===== config.mk =====
export PLATFORM = sky130hd
export DESIGN_NAME = trng_conditioner
export DESIGN_NICKNAME = d
export VERILOG_FILES = /design/src/rtl/trng_conditioner_pkg.sv /design/src/rtl/trng_conditioner_rct_monitor.sv /design/src/rtl/trng_conditioner.sv
export SDC_FILE = /design/constraint.sdc
export NUM_CORES = 2
export LEC_CHECK = 0
export CORE_ASPECT_RATIO = 1.1
export CORE_MARGIN = 1
export CORE_UTILIZATION = 52
export CTS_CLUSTER_SIZE = 14
export DETAILED_ROUTE_END_ITERATION = 8
export DONT_BUFFER_PORTS = 1
export GPL_ROUTABILITY_DRIVEN = 0
export PLACE_DENSITY = 0.7
export SLEW_MARGIN = 20
export SYNTH_ARGS = -nofsm -noshare
export SYNTH_HDL_FRONTEND = slang
export SYNTH_SLANG_ARGS = --single-unit

===== constraint.sdc =====
create_clock -name clk -period 41.4 [get_ports clk]
set_clock_uncertainty 0.05 [all_clocks]
set_input_delay 4.14 -clock clk [delete_from_list [all_inputs] [get_ports clk]]
set_output_delay 4.14 -clock clk [all_outputs]
set_load 0.005 [all_outputs]

===== src/rtl/trng_conditioner_pkg.sv =====
// Shared constants for the TRNG conditioner: block/digest geometry and FSM encodings.
package trng_conditioner_pkg;

  localparam int BLOCK_BITS   = 512;
  localparam int DIGEST_BITS  = 256;
  localparam int WORD_W       = 32;
  localparam int DIGEST_WORDS = 8;

  localparam int CNT_W = $clog2(BLOCK_BITS + 1);
  localparam int IDX_W = $clog2(DIGEST_WORDS);

  localparam logic [1:0] ST_IDLE  = 2'd0;
  localparam logic [1:0] ST_HASH  = 2'd1;
  localparam logic [1:0] ST_DRAIN = 2'd2;

endpackage


===== src/rtl/trng_conditioner_rct_monitor.sv =====
// Repetition-count health test: flags a run of CUTOFF identical accepted bits.
module trng_rct_monitor #(
  parameter int CUTOFF = 34
) (
  input  logic clk,
  input  logic rst,
  input  logic bit_valid,
  input  logic bit_in,
  output logic trip
);

  localparam int RUN_W = $clog2(CUTOFF + 1);

  logic [RUN_W-1:0] run_reg;
  logic [RUN_W-1:0] run_next;
  logic             last_reg;

  always_comb begin
    run_next = RUN_W'(1);
    if (run_reg != '0 && bit_in == last_reg) begin
      run_next = run_reg + 1'b1;
    end
  end

  assign trip = bit_valid && (run_next == RUN_W'(CUTOFF));

  // The run restarts after a trip so the counter never exceeds CUTOFF.
  always_ff @(posedge clk or posedge rst) begin
    if (rst) begin
      run_reg  <= '0;
      last_reg <= 1'b0;
    end else if (bit_valid) begin
      last_reg <= bit_in;
      run_reg  <= trip ? '0 : run_next;
    end
  end

endmodule


===== src/rtl/trng_conditioner.sv =====
// Collects raw TRNG bits into 512-bit blocks, hashes each via sha256_ip, drains digests as 32-bit words.
// Optional repetition-count health test enabled by defining TRNG_COND_HEALTH_EN.
module trng_conditioner
  import trng_conditioner_pkg::*;
#(
  parameter int TIMEOUT_CYCLES = 1024,
  parameter int RCT_CUTOFF     = 34,
  parameter int OVF_CNT_W      = 8
) (
  input  logic                   clk,
  input  logic                   rst,
  input  logic                   en,
  input  logic                   raw_bit,
  input  logic                   raw_valid,
  output logic                   sha_go,
  output logic [BLOCK_BITS-1:0]  sha_data_in,
  input  logic [DIGEST_BITS-1:0] sha_data_out,
  input  logic                   sha_done,
  output logic [WORD_W-1:0]      rnd_data,
  output logic                   rnd_valid,
  input  logic                   rnd_ready,
  output logic [OVF_CNT_W-1:0]   ovf_cnt,
  output logic                   err_timeout,
  output logic                   health_fail
);

  localparam int TMR_W = $clog2(TIMEOUT_CYCLES + 1);
  localparam logic [TMR_W-1:0] TMR_LAST = TMR_W'(TIMEOUT_CYCLES - 1);
  localparam logic [IDX_W-1:0] IDX_LAST = IDX_W'(DIGEST_WORDS - 1);

  logic [BLOCK_BITS-1:0]  coll_reg;
  logic [CNT_W-1:0]       cnt_reg;
  logic [OVF_CNT_W-1:0]   ovf_reg;
  logic [1:0]             state_reg;
  logic [TMR_W-1:0]       tmr_reg;
  logic                   go_reg;
  logic [BLOCK_BITS-1:0]  blk_reg;
  logic [DIGEST_BITS-1:0] digest_reg;
  logic [IDX_W-1:0]       idx_reg;
  logic                   valid_reg;
  logic                   err_reg;
  logic                   rct_trip;

  logic accept;
  logic full;
  logic launch;
  logic shift_in;
  logic drop;

  assign accept   = en && raw_valid;
  assign full     = (cnt_reg == CNT_W'(BLOCK_BITS));
  assign launch   = (state_reg == ST_IDLE) && full && !health_fail && !rct_trip;
  // The launch edge frees the buffer, so a bit arriving then starts the next block.
  assign shift_in = accept && (launch || !full);
  assign drop     = accept && full && !launch;

  always_ff @(posedge clk or posedge rst) begin
    if (rst) begin
      coll_reg <= '0;
      cnt_reg  <= '0;
    end else if (rct_trip) begin
      coll_reg <= '0;
      cnt_reg  <= '0;
    end else begin
      if (shift_in) begin
        coll_reg <= {coll_reg[BLOCK_BITS-2:0], raw_bit};
      end
      if (launch) begin
        cnt_reg <= {{(CNT_W-1){1'b0}}, accept};
      end else if (shift_in) begin
        cnt_reg <= cnt_reg + 1'b1;
      end
    end
  end

  always_ff @(posedge clk or posedge rst) begin
    if (rst) begin
      ovf_reg <= '0;
    end else if (drop && ovf_reg != '1) begin
      ovf_reg <= ovf_reg + 1'b1;
    end
  end

  always_ff @(posedge clk or posedge rst) begin
    if (rst) begin
      state_reg  <= ST_IDLE;
      tmr_reg    <= '0;
      go_reg     <= 1'b0;
      blk_reg    <= '0;
      digest_reg <= '0;
      idx_reg    <= '0;
      valid_reg  <= 1'b0;
      err_reg    <= 1'b0;
    end else begin
      case (state_reg)
        ST_IDLE: begin
          if (launch) begin
            blk_reg   <= coll_reg;
            go_reg    <= 1'b1;
            tmr_reg   <= '0;
            state_reg <= ST_HASH;
          end
        end
        ST_HASH: begin
          if (sha_done) begin
            digest_reg <= sha_data_out;
            go_reg     <= 1'b0;
            idx_reg    <= '0;
            state_reg  <= ST_DRAIN;
          end else if (tmr_reg == TMR_LAST) begin
            go_reg    <= 1'b0;
            err_reg   <= 1'b1;
            state_reg <= ST_IDLE;
          end else begin
            tmr_reg <= tmr_reg + 1'b1;
          end
        end
        ST_DRAIN: begin
          if (!valid_reg) begin
            valid_reg <= 1'b1;
          end else if (rnd_ready) begin
            if (idx_reg == IDX_LAST) begin
              valid_reg <= 1'b0;
              state_reg <= ST_IDLE;
            end else begin
              idx_reg <= idx_reg + 1'b1;
            end
          end
        end
        default: state_reg <= ST_IDLE;
      endcase
    end
  end

  // Word 0 is the most significant 32 bits of the digest.
  logic [WORD_W-1:0] word_arr [DIGEST_WORDS];
  for (genvar gi = 0; gi < DIGEST_WORDS; gi++) begin : g_word
    assign word_arr[gi] = digest_reg[DIGEST_BITS-1-WORD_W*gi -: WORD_W];
  end

  assign rnd_data    = word_arr[idx_reg];
  assign rnd_valid   = valid_reg;
  assign sha_go      = go_reg;
  assign sha_data_in = blk_reg;
  assign ovf_cnt     = ovf_reg;
  assign err_timeout = err_reg;

`ifdef TRNG_COND_HEALTH_EN
  logic health_reg;

  trng_rct_monitor #(
    .CUTOFF(RCT_CUTOFF)
  ) u_rct (
    .clk      (clk),
    .rst      (rst),
    .bit_valid(accept),
    .bit_in   (raw_bit),
    .trip     (rct_trip)
  );

  always_ff @(posedge clk or posedge rst) begin
    if (rst) begin
      health_reg <= 1'b0;
    end else if (rct_trip) begin
      health_reg <= 1'b1;
    end
  end

  assign health_fail = health_reg;
`else
  assign rct_trip    = 1'b0;
  assign health_fail = 1'b0;
`endif

endmodule


==> metrics.txt <==
Fill cells 7971; first-pass GRT wire length between 150 and 200 mm; Static Leak 30.6 nW; synthesis-stage register bit count around 1.3k; wire length on met3 9.77 mm; HP Class reg2reg; M1 wire length between 40 and 50 mm; die width 308 µm; maximum vdd drop 46.5 µV; HPWL Detailed approximately 81 mm; Reg-to-Reg Start state_reg[0]; Yosys cell types 54; GRT Util Overall 23.4%; CTS Hold Bufs 0; clock root buffer clkbuf_16; Async SR Flop Fraction 100%; Routed Wire Length around 120 mm; Post-Syn Instances 4092; WL met2 58.9 mm; post-route minimum period 8.18 ns; DR vias 29.9k; final setup violation count 0; Worst Setup SP en; First-pass DRT Iterations 5; Post-CTS Setup Repair Bufs 0; initial antenna violation count 27; period utilization 19.8%; max-cap violation count 0; core area 0.101 mm²; Max Buffers Root-to-Sink 3; IO Pins around 800; GRT Residual Overflow 0; PwrDens around 53 mW/mm²; type of origin of the critical path input port; number of nets in the layout 4309; worst relative slew slack 22.4%; port bufs 0; Max Freq 122 MHz; CP max FO 127; Die Ht 338 µm; largest net degree at the start of global routing between 200 and 250; DRT iter0 DRCs 2149; clock slew at reported path FFs 0.06 ns; Synth Cell Area 0.0534 mm²; Avg WL per Cell 22.1 µm; Die Area 0.104 mm²; DR DRC count 0; Yosys warning total 0; EDFF count, synth 0; Initial Util 52.8%; top cells by area, synth dfrtp_1, mux2_4, nand2_1, mux2_2, mux4_2; kind of critical path in2reg; dominant cell type by area after synthesis dfrtp_1; layout cells sized above 1 a little over a quarter; HP Start coll_reg[484]; sequential share of the synthesized area about three fifths; top_reg_cell synth dfrtp_1; post-route ant nets 0; Tightest Pin Transition 1.16 ns; vias per cell about 5.4; Synth top area share 61.7%; CTS resizes 0; critical path endpoint category flip-flop; vias in the first global route 30.6k; fin. max-slew vios 0; crit path DAT 8.74 ns; Hold Violations, Final 0; CTS Buf Count 133; Layout area overhead 9.76%; clock sink count roughly 1.3k; Req. time, crit path 41.96 ns; Clock Latency Late Sink 0.74 ns; # rows roughly 120; outcome finished, final reports clean; CTS tree done; final core utilization 57.9%; RSZ-0062 raised after global routing no; post-synth net total around 4.4k; H-tree depth 4; setup TNS 0 ns; Avg Inst Size Synth 13.0 µm²; Top Layer Used met5
## area by class of cell
type | count | area (µm²) | share of cell area (%)
timing repair buffer | 39 | 359 | 0.613
multi-input combinational | 2540 | 19000 | 32.4
clock inverter | 43 | 601 | 1.02
inverter | 9 | 41.3 | 0.0705
clock buffer | 197 | 3920 | 6.69
tap | 1364 | 1710 | 2.91
antenna | 18 | 45.0 | 0.0769
sequential | 1317 | 33000 | 56.2
## cell usage in the layout, fill, tap and decap left out, types with 5 or more instances in the layout
master     count
clkbuf_1      32
diode_2       18
xnor2_1       13
a21oi_1        7
o21ai_0        8
buf_4         33
clkinv_8       5
nand2_1     1557
mux4_2        64
inv_1          7
clkbuf_8      29
and3_1         5
buf_12         5
clkbuf_16    136
ha_1           6
mux2_2       332
dfrtp_1     1314
bufinv_16      9
clkinv_2      21
nor2_1         7
mux2_4       469
nand3_1       11
nand4_1        5
## stage by stage
stage	instances	hold WS [ns]	total power [mW]	instance area, µm²	setup WS [ns]
global placement	5269	0.409	1.91	54000	32.04
detailed placement	5269	0.411	1.92	54000	31.97
global route	5522	0.448	3.25	58600	32.52
finish	5527	0.424	3.13	58600	33.22
CTS	5509	0.426	3.16	58600	32.78
floorplan	4092	0.385	1.82	53400	0.0862
## synth_stat cells (3+ instances only)
library cell / n
buf_6: 52
o21ai_0: 8
ha_1: 6
mux2_2: 332
and3_1: 5
clkbuf_1: 41
nand2_1: 1558
and2_1: 3
nor2_1: 7
inv_1: 8
dfrtp_1: 1317
xnor2_1: 13
a21oi_1: 7
buf_2: 107
nand4_1: 5
a31oi_1: 4
buf_4: 25
mux4_2: 64
mux2_4: 469
and4_1: 5
nand3_1: 11
mux2i_1: 4
## report_power, final
part           switching (mW)  internal [mW]
sequential             0.0803           1.40
clock                   0.510          0.718
combinational           0.206          0.214
## kinds of logic after synthesis
family / Yosys count / share of synthesized area (%)
adder cells (fa/ha/maj): 6 / 0.141
AND/OR/NAND/NOR: 1608 / 11.6
other: 1 / 0.00702
buffers and inverters: 235 / 2.81
flip-flops: 1317 / 61.7
AO/OA/AOI/OAI: 43 / 0.562
XOR/XNOR: 13 / 0.213
multiplexers: 869 / 23.0
## per-layer routing
layer,vias to the layer above,track usage (%)
met1,15365,28.3
met2,833,37.8
met4,16,10.7
li1,13365,-
met5,-,0
met3,280,8.16
## critical path, cell delays in order
cell and delay (ns):
nand2_1 0.22, a41oi_4 0.34, buf_12 0.70, buf_4 0.88
buf_4 0.89, buf_4 0.91, mux2_2 0.42
## final timing paths
path	end	slack, ns	depth (start not counted)
worst min register to register	sha_data_in[484]	0.42	2
worst min-delay path	sha_data_in[484]	0.42	2
worst max-delay path	coll_reg[455]	33.22	7
worst max register to register	coll_reg[455]	35.91	7
min in group asynchronous	sha_data_in[404]	3.35	1
max in group asynchronous	sha_data_in[162]	33.35	6
No activity file was read; power rests on OpenSTA's default activity.
